`src/rtl/stopwatch_ctrl_if.sv`:
```
// ---------------------------------------------------------------------------
// stopwatch_ctrl_if
// Bundles the button inputs and the count/status outputs of stopwatch_ctrl.
//   btn_ss  : raw start/stop button (asynchronous, active-high)
//   btn_clr : raw clear button (asynchronous, active-high)
//   Q       : current 4-bit count
//   pause   : high whenever the controller is not running
//   carry   : one-cycle pulse after a 15->0 wrap
//   state   : IDLE=0, RUN=1, PAUSED=2, DONE=3
// master drives the buttons and observes the outputs; slave is the controller.
// ---------------------------------------------------------------------------
interface stopwatch_ctrl_if;
  logic       btn_ss;
  logic       btn_clr;
  logic [3:0] Q;
  logic       pause;
  logic       carry;
  logic [1:0] state;

  modport master (
    output btn_ss,
    output btn_clr,
    input  Q,
    input  pause,
    input  carry,
    input  state
  );

  modport slave (
    input  btn_ss,
    input  btn_clr,
    output Q,
    output pause,
    output carry,
    output state
  );
endinterface

```
`src/rtl/stopwatch_ctrl.sv`:
```
// ---------------------------------------------------------------------------
// stopwatch_ctrl
// Run/pause/clear controller for a 4-bit count stage. Two raw buttons are
// synchronized and debounced; their rising edges drive a run/pause/clear FSM
// that gates a prescaler producing the count-enable tick for a 4-bit counter.
//   CLK   : single clock, all state on the rising edge
//   RST   : synchronous active-high reset
//   bus   : stopwatch_ctrl_if.slave (buttons in; Q, pause, carry, state out)
// Parameters:
//   PRESCALE : clock cycles per count tick (>= 2)
//   DEBOUNCE : stable synchronized cycles needed to accept a level change (>= 1)
//   WRAP     : 1 = count wraps 15->0 with carry; 0 = stop at 15 in DONE
// ---------------------------------------------------------------------------
module stopwatch_ctrl #(
  parameter int unsigned PRESCALE = 32'd50000000,
  parameter int unsigned DEBOUNCE = 32'd1000000,
  parameter bit          WRAP     = 1'b1
) (
  input  logic            CLK,
  input  logic            RST,
  stopwatch_ctrl_if.slave bus
);

  localparam int unsigned   PW      = $clog2(PRESCALE);
  localparam int unsigned   DW      = $clog2(DEBOUNCE + 32'd1);
  localparam logic [PW-1:0] PS_LAST = PW'(PRESCALE - 32'd1);
  localparam logic [DW-1:0] DB_LAST = DW'(DEBOUNCE - 32'd1);

  typedef enum logic [1:0] {
    ST_IDLE   = 2'd0,
    ST_RUN    = 2'd1,
    ST_PAUSED = 2'd2,
    ST_DONE   = 2'd3
  } state_t;

  // Button index 0 = start/stop, 1 = clear.
  logic [1:0]    raw_s;
  logic [1:0]    sync1_r;
  logic [1:0]    sync2_r;
  logic [1:0]    deb_r;
  logic [1:0]    deb_d_r;
  logic [DW-1:0] db_cnt_r [2];

  logic          ss_ev_s;
  logic          clr_ev_s;
  logic          tick_s;

  state_t        state_r;
  state_t        state_nxt_s;
  logic [3:0]    q_r;
  logic [3:0]    q_nxt_s;
  logic [PW-1:0] presc_r;
  logic [PW-1:0] presc_nxt_s;
  logic          carry_r;
  logic          carry_nxt_s;
  logic          pause_r;

  assign raw_s = {bus.btn_clr, bus.btn_ss};

  // Two-flop synchronizer plus per-button debounce counter.
  // The counter only runs while the synchronized level disagrees with the
  // accepted level, so any disagreement shorter than DEBOUNCE is discarded.
  always_ff @(posedge CLK) begin
    if (RST) begin
      sync1_r <= 2'b00;
      sync2_r <= 2'b00;
      deb_r   <= 2'b00;
      deb_d_r <= 2'b00;
      for (int i = 0; i < 2; i++) begin
        db_cnt_r[i] <= {DW{1'b0}};
      end
    end else begin
      sync1_r <= raw_s;
      sync2_r <= sync1_r;
      deb_d_r <= deb_r;
      for (int i = 0; i < 2; i++) begin
        if (sync2_r[i] != deb_r[i]) begin
          if (db_cnt_r[i] == DB_LAST) begin
            deb_r[i]    <= sync2_r[i];
            db_cnt_r[i] <= {DW{1'b0}};
          end else begin
            db_cnt_r[i] <= db_cnt_r[i] + DW'(1);
          end
        end else begin
          db_cnt_r[i] <= {DW{1'b0}};
        end
      end
    end
  end

  // Press events: rising edge of the debounced level; releases are silent.
  assign ss_ev_s  = deb_r[0] & ~deb_d_r[0];
  assign clr_ev_s = deb_r[1] & ~deb_d_r[1];
  assign tick_s   = (state_r == ST_RUN) && (presc_r == PS_LAST);

  // Next-state logic for FSM, prescaler, counter and carry.
  always_comb begin
    state_nxt_s = state_r;
    q_nxt_s     = q_r;
    presc_nxt_s = presc_r;
    carry_nxt_s = 1'b0;
    if (clr_ev_s) begin
      // Clear beats a simultaneous start/stop and any tick.
      state_nxt_s = ST_IDLE;
      q_nxt_s     = 4'd0;
      presc_nxt_s = {PW{1'b0}};
    end else begin
      // Prescaler holds in PAUSED so a resume keeps the partial period.
      case (state_r)
        ST_RUN: begin
          if (tick_s) begin
            presc_nxt_s = {PW{1'b0}};
          end else begin
            presc_nxt_s = presc_r + PW'(1);
          end
        end
        ST_PAUSED: presc_nxt_s = presc_r;
        default:   presc_nxt_s = {PW{1'b0}};
      endcase

      if (ss_ev_s) begin
        case (state_r)
          ST_IDLE:   state_nxt_s = ST_RUN;
          ST_RUN:    state_nxt_s = ST_PAUSED;
          ST_PAUSED: state_nxt_s = ST_RUN;
          default:   state_nxt_s = state_r;
        endcase
      end else begin
        state_nxt_s = state_r;
      end

      // A tick still counts on the edge a start/stop lands; reaching the
      // terminal count in non-wrapping mode overrides any pause request.
      if (tick_s) begin
        if (WRAP) begin
          q_nxt_s     = q_r + 4'd1;
          carry_nxt_s = (q_r == 4'd15);
        end else if (q_r >= 4'd14) begin
          q_nxt_s     = 4'd15;
          state_nxt_s = ST_DONE;
        end else begin
          q_nxt_s = q_r + 4'd1;
        end
      end else begin
        q_nxt_s = q_r;
      end
    end
  end

  // FSM and datapath registers; pause is registered from the next state so
  // it moves on the same edge as state.
  always_ff @(posedge CLK) begin
    if (RST) begin
      state_r <= ST_IDLE;
      q_r     <= 4'd0;
      presc_r <= {PW{1'b0}};
      carry_r <= 1'b0;
      pause_r <= 1'b1;
    end else begin
      state_r <= state_nxt_s;
      q_r     <= q_nxt_s;
      presc_r <= presc_nxt_s;
      carry_r <= carry_nxt_s;
      pause_r <= (state_nxt_s != ST_RUN);
    end
  end

  assign bus.Q     = q_r;
  assign bus.pause = pause_r;
  assign bus.carry = carry_r;
  assign bus.state = state_r;

endmodule

```
`src/flat_wrapper.sv`:
```
// flat-port wrapper written by rule: the top's interface ports become plain ports
module stopwatch_ctrl_flat 
#(
  parameter int unsigned PRESCALE = 32'd50000000,
  parameter int unsigned DEBOUNCE = 32'd1000000,
  parameter bit          WRAP     = 1'b1
)
  (CLK, RST, bus_btn_ss, bus_btn_clr, bus_Q, bus_pause, bus_carry, bus_state);
  stopwatch_ctrl_if bus_i ();
  input  logic CLK;
  input  logic RST;
  input wire logic [$bits(bus_i.btn_ss)-1:0] bus_btn_ss;
  input wire logic [$bits(bus_i.btn_clr)-1:0] bus_btn_clr;
  output wire logic [$bits(bus_i.Q)-1:0] bus_Q;
  output wire logic [$bits(bus_i.pause)-1:0] bus_pause;
  output wire logic [$bits(bus_i.carry)-1:0] bus_carry;
  output wire logic [$bits(bus_i.state)-1:0] bus_state;
  assign bus_i.btn_ss = bus_btn_ss;
  assign bus_i.btn_clr = bus_btn_clr;
  assign bus_Q = bus_i.Q;
  assign bus_pause = bus_i.pause;
  assign bus_carry = bus_i.carry;
  assign bus_state = bus_i.state;
  stopwatch_ctrl #(.PRESCALE(PRESCALE), .DEBOUNCE(DEBOUNCE), .WRAP(WRAP)) u_core (.CLK(CLK), .RST(RST), .bus(bus_i));
endmodule
```
`config.mk`:
```
export PLATFORM = sky130hd
export DESIGN_NAME = stopwatch_ctrl_flat
export DESIGN_NICKNAME = d
export VERILOG_FILES = /design/src/rtl/stopwatch_ctrl_if.sv /design/src/rtl/stopwatch_ctrl.sv /design/src/flat_wrapper.sv
export SDC_FILE = /design/constraint.sdc
export NUM_CORES = 1
export LEC_CHECK = 0
export BUFFER_PORTS_ARGS = -buffer_cell sky130_fd_sc_hd__buf_2
export CAP_MARGIN = 0
export CORE_UTILIZATION = 45
export CTS_CLUSTER_SIZE = 40
export DETAILED_ROUTE_END_ITERATION = 12
export PLACE_DENSITY_LB_ADDON = 0.25
export SLEW_MARGIN = 40
export SYNTH_ARGS = -nofsm -noshare
export SYNTH_HDL_FRONTEND = slang
export SYNTH_SLANG_ARGS = --single-unit
```
`constraint.sdc`:
```
create_clock -name CLK -period 2.05 [get_ports CLK]
set_input_delay 0.41 -clock CLK [delete_from_list [all_inputs] [get_ports CLK]]
set_output_delay 0.41 -clock CLK [all_outputs]
set_load 0.05 [all_outputs]
```
* Word-level counts from Yosys, hierarchy flattened
Memories as Yosys holds them, arrays and structs flattened.
Index checks and enable logic that the tools add are counted.
** Word-level totals
- Bits of input ports :: 4
- Output and inout bits :: 8
- Bits in registers :: 42
- Bits in writable memories :: 40
- Memories kept :: 1
- Word-level logic and storage cells :: 77
** Cells by class
- Muxes and demuxes :: 35
- Add/subtract/negate cells :: 4
- Equal/unequal tests :: 9
- Reductions and logical operators :: 7
- Bitwise gates (word level) :: 11
** Memories
- u_core.db_cnt_r :: depth 2, bits a word 20, rd ports 2, clocked after memory_dff 0, wr ports 2, RTL line stopwatch_ctrl.sv:42 : logic [DW-1:0] db_cnt_r [2];
** Operator list (number)
- two-way mux 20 bit :: 6
- one-hot mux 26 bit (2 select lines) :: 1
- adder 20 x 1 -> 20 bit, second input constant :: 2
- == test 20 bit, second input constant :: 2
- adder 26 x 1 -> 26 bit, second input constant :: 1
- == test 26 bit, second input constant :: 1
- two-way mux 26 bit :: 1
- two-way mux 1 bit :: 24
- bitwise OR 1 bit :: 6
- adder 4 x 1 -> 4 bit, second input constant :: 1
- == test 4 bit, second input constant :: 1
- two-way mux 2 bit :: 2
- one-hot mux 2 bit (2 select lines) :: 1
- AND reduction 2 bit :: 2
- OR reduction 2 bit :: 2
- inverter 1 bit :: 3
- OR reduction 3 bit :: 1
- AND 1 bit :: 2
- == test 2 x 1 -> 1 bit, second input constant :: 1
- == test 2 bit, second input constant :: 1
- zero test 2 bit :: 1
- inequality test 1 bit :: 2
- inequality test 2 x 1 -> 1 bit, second input constant :: 1
- logical AND 1 bit :: 1

* Logic depth before layout (Yosys ltp)
- Word-level depth :: 8
- Depth in mapped cells :: 8
- Mapped depth without buffers :: 6

* Least setup slack after synthesis
OpenSTA, ideal clock, no wires.
- Kind :: register to register
- From :: memory u_core.db_cnt_r[0][0] (netlist bit)
- To :: memory u_core.db_cnt_r[0][12] (netlist bit), data pin
- Library setup time :: 0.266 ns
- Cell stages (with the launch flop) :: 9
- Required time :: 1.784 ns
- Period minus slack after synthesis :: 2.191 ns
- Arrival time :: 1.925 ns
- Setup slack :: -0.141 ns
- Cell sequence :: edfxtp_1 ha_1 and4_1 nand2_1 nor4_1 or2_1 buf_2 buf_1 nor2_1
** RTL lines (RTL line)
- from (decl) :: stopwatch_ctrl.sv:42

==> summary.md <==
| Metric | Value |
|---|---|
| I/O pin total | `12` |
| Placed Cells incl. Taps | `597` |
| Final hold slack | `275 ps` |
| Crit path kind | `reg -> reg` |
| Xor/xnor share of the synthesized area | `0.111` |
| Antenna-violating nets left | `0` |
| Grt ovf | `0` |
| Longest Clk Path Bufs | `2` |
| Post-synthesis adder-cell area fraction | `0.0122` |
| Nets | `509` |
| Dominant cells by area after synthesis | `edfxtp_1, dfxtp_1, nor2_1` |
| Skew final | `9.78 ps` |
| Critical Path Sink Type | `flip-flop` |
| Synth Area in Compound Gates | `0.0545` |
| Filler cell count in the final layout | `771` |
| Max incr delay on CP | `420 ps` |
| Fraction of power consumed by combinational cells | `0.032` |
| Initial Util | `0.467` |
| Yosys top cell by area | `edfxtp_1` |
| Pin slew with the least headroom to its limit | `555 ps` |
| Failing checks | `DRC` |
| Relative slew slack | `0.629` |
| Final Util | `0.553` |
| Synth Area per Inst | `9.54 um^2` |
| Gr usage total | `0.172` |
| Clock sinks | `82` |
| GPL Wtd Cong | `0.824` |
| Router iterations before antenna repair | `8` |
| Outcome | `finished, violations left` |
| Gate Count Post-Synth | `431` |
| Clock Latency Late Sink | `350 ps` |
| Synth top cells by count | `nor2_1, dfxtp_1, edfxtp_1, xnor2_1, nand3_1` |
| Vias | `3131` |
| Fin. max-slew vios | `0` |
| H-tree depth | `3` |
| Max Freq | `0.504 GHz` |
| Drt wl/cell | `12.5 um` |
| Cts bufs inserted | `9` |
| Count of non-filler cells in the finished layout | `614` |
| Post-synthesis sequential area ratio | `0.497` |
| Count of cell types in the netlist | `49` |
| VDD IR max | `0.405 mV` |
| Ant diodes | `0` |
| Pint | `2480 uW` |
| Final Hold Vio Count | `0` |
| Routed WL | `7.69 mm` |
| Layout area overhead | `18.3%` |
| Initial antenna violation count | `0` |
| Max stage delay cell, worst path | `edfxtp_1` |
| Setup TNS | `0 ps` |
| Largest family of logic cells by synthesized area | `simple AND/OR/NAND/NOR gates` |
| Placeable Area | `8810 um^2` |
| Clk network pwr share | `0.402` |
| Layout cell share with drive strength beyond 1 | `0.132` |
| Crit-path cells | `ha_2 > and3_1 > and3_1 > and4_1 > or3_4 > buf_12 > nor2_1` |
| Psw | `680 uW` |
| PortBufs | `11` |
| Synth top area share | `0.292` |
| Synth Register Bits | `82` |
| Most frequent cell after synthesis | `nor2_1` |
| LEAKAGE | `0.00175 uW` |
| Vias/cell | `5.10` |
| Hpwl dp | `5.55 mm` |
| Pin count of the biggest net entering global routing | `24` |
| Critical path required time | `2270 ps` |
| Power Density | `650 nW/um^2` |
| Crit-path most repeated cell | `and3_1` |
| Min Tclk post-route | `1990 ps` |
| Worst path bufs/invs | `1` |
| Worst-path clk slew | `80 ps` |
| Total of max-cap violations | `0` |
| Period utilisation layout | `0.968` |
| Switch share | `0.215` |
| Die width | `97.6 um` |
| Die Ht | `97.6 um` |
| CTS root buffer | `clkbuf_8` |
| Async SR Flop Fraction | `0` |
| CP delay by family, top | `simple AND/OR/NAND/NOR gates` |
| Final setup viols | `0` |
| DRT iter0 DRCs | `115` |
| First-pass GRT wire length | `13.0 mm` |
| Simple-gate share of the synthesized area | `0.280` |
| Post-Syn Area | `4110 um^2` |
| Seq pwr share | `0.565` |
| Arr. time, crit path | `2200 ps` |
| Fin area | `4870 um^2` |
| Die ar. | `9530 um^2` |
| CTS tree | `built` |
| EDFF count, synth | `40` |
| Residual DRC | `5` |
| Placed Area | `4590 um^2` |
| Post-synthesis mux area share | `0.0146` |
| Crit-path max FO | `20` |
| Worst Hold Class | `in -> reg` |
| Row count | `34` |
| Vias in the first global route | `2987` |
| Predominant post-synthesis flop cell | `dfxtp_1` |
| Synth warn | `0` |
| CP Launch Type | `flip-flop` |
==> sequential cells by signal (all words and copies together), names as in the netlist <==
register	cells
u_core.db_cnt_r	40
u_core.presc_r	26
u_core.bus.Q	4
u_core.bus.state	2
u_core.deb_d_r	2
u_core.deb_r	2
u_core.sync1_r	2
u_core.sync2_r	2
u_core.bus.carry	1
u_core.bus.pause	1
==> power groups by stage <==
stage	clock [uW]	sequential, uW	combinational [uW]
finish	1270	1790	102
global route	1370	1800	117
CTS	1300	1790	95.5
detailed placement	0	1830	94.8
global placement	0	1820	93.2
floorplan	0	1820	75.1
==> final timing paths <==
path | start | end | slack (ps) | cells after the start
worst min-delay path | bus_btn_clr | u_core.sync1_r[1] | 280 | 2
worst max register to register | u_core.db_cnt_r[1][1] | u_core.db_cnt_r[1][7] | 60 | 7
worst max-delay path | u_core.db_cnt_r[1][1] | u_core.db_cnt_r[1][7] | 60 | 7
worst min register to register | u_core.sync1_r[1] | u_core.sync2_r[1] | 440 | 1
==> layer usage <==
metal  routed length [um]  GRT usage
met4                  129     0.0781
met2                 3710      0.293
met5                    0          0
met3                  221     0.0302
met1                 3620      0.212
==> layout by cell type, fill, tap and decap left out, types with 2 or more instances in the layout <==
cell       Yosys  layout
nand3b_1       6       6
buf_2          3      11
ha_1           4       3
inv_1         13      13
a31oi_1        8       8
a21oi_1        5       4
o211ai_1       3       3
nor3_1        11      11
buf_4          0      23
xor2_1        20      20
a22o_1         2       2
nand4_1       18      18
edfxtp_1      40      40
nor4_1         8       7
mux2i_1        6       6
clkbuf_1      12       2
a31o_1         2       2
and4_1        10      10
conb_1         1      40
and3_1         7       7
xnor2_1       32      32
nor2_1        83      77
nand3_1       26      26
nand2b_1       7       7
buf_12         0       3
dfxtp_1       42      42
nor2b_1       10      10
and2_1         4       4
bufinv_16      0       2
nand2_1       22      22
nor2_2         0       6
or3_1          3       2
nor4_4         1       2
o21ai_0        3       3
clkbuf_8       0       9
clkinv_2       0       2
==> logic make-up (layout without fill, tap and decap cells) <==
kind of cell / after synthesis / count (layout)
simple gates: 223 / 223
flops: 82 / 82
compound gates: 33 / 33
other cells: 1 / 40
xor+xnor: 52 / 52
fa+ha+maj: 4 / 4
mux: 6 / 6
buf+inv: 30 / 66
==> stage by stage <==
step	setup slack, ps	total power [uW]
6_report	64.7	3160
5_1_grt	-23.1	3280
4_1_cts	15.9	3180
3_5_place_dp	35.3	1920
3_3_place_gp	95.7	1920
2_1_floorplan	21.8	1890
==> final cells by class <==
class / instances / area (um^2) / area share
clock inverter: 5 / 78.8 / 0.0162
inverter: 13 / 48.8 / 0.0100
tap: 108 / 135 / 0.0278
sequential: 82 / 2040 / 0.420
clock buffer: 11 / 131 / 0.0270
timing repair buffer: 37 / 288 / 0.0591
multi-input combinational: 358 / 2140 / 0.440
==> repair_timing <==
action | 4_1_cts | 5_1_grt
setup endpoints to repair | 0 | 55
resized for setup | 0 | 15
setup buffers | 0 | 1
hold buffers | 0 | 0
(Power assumes the default switching activity.)
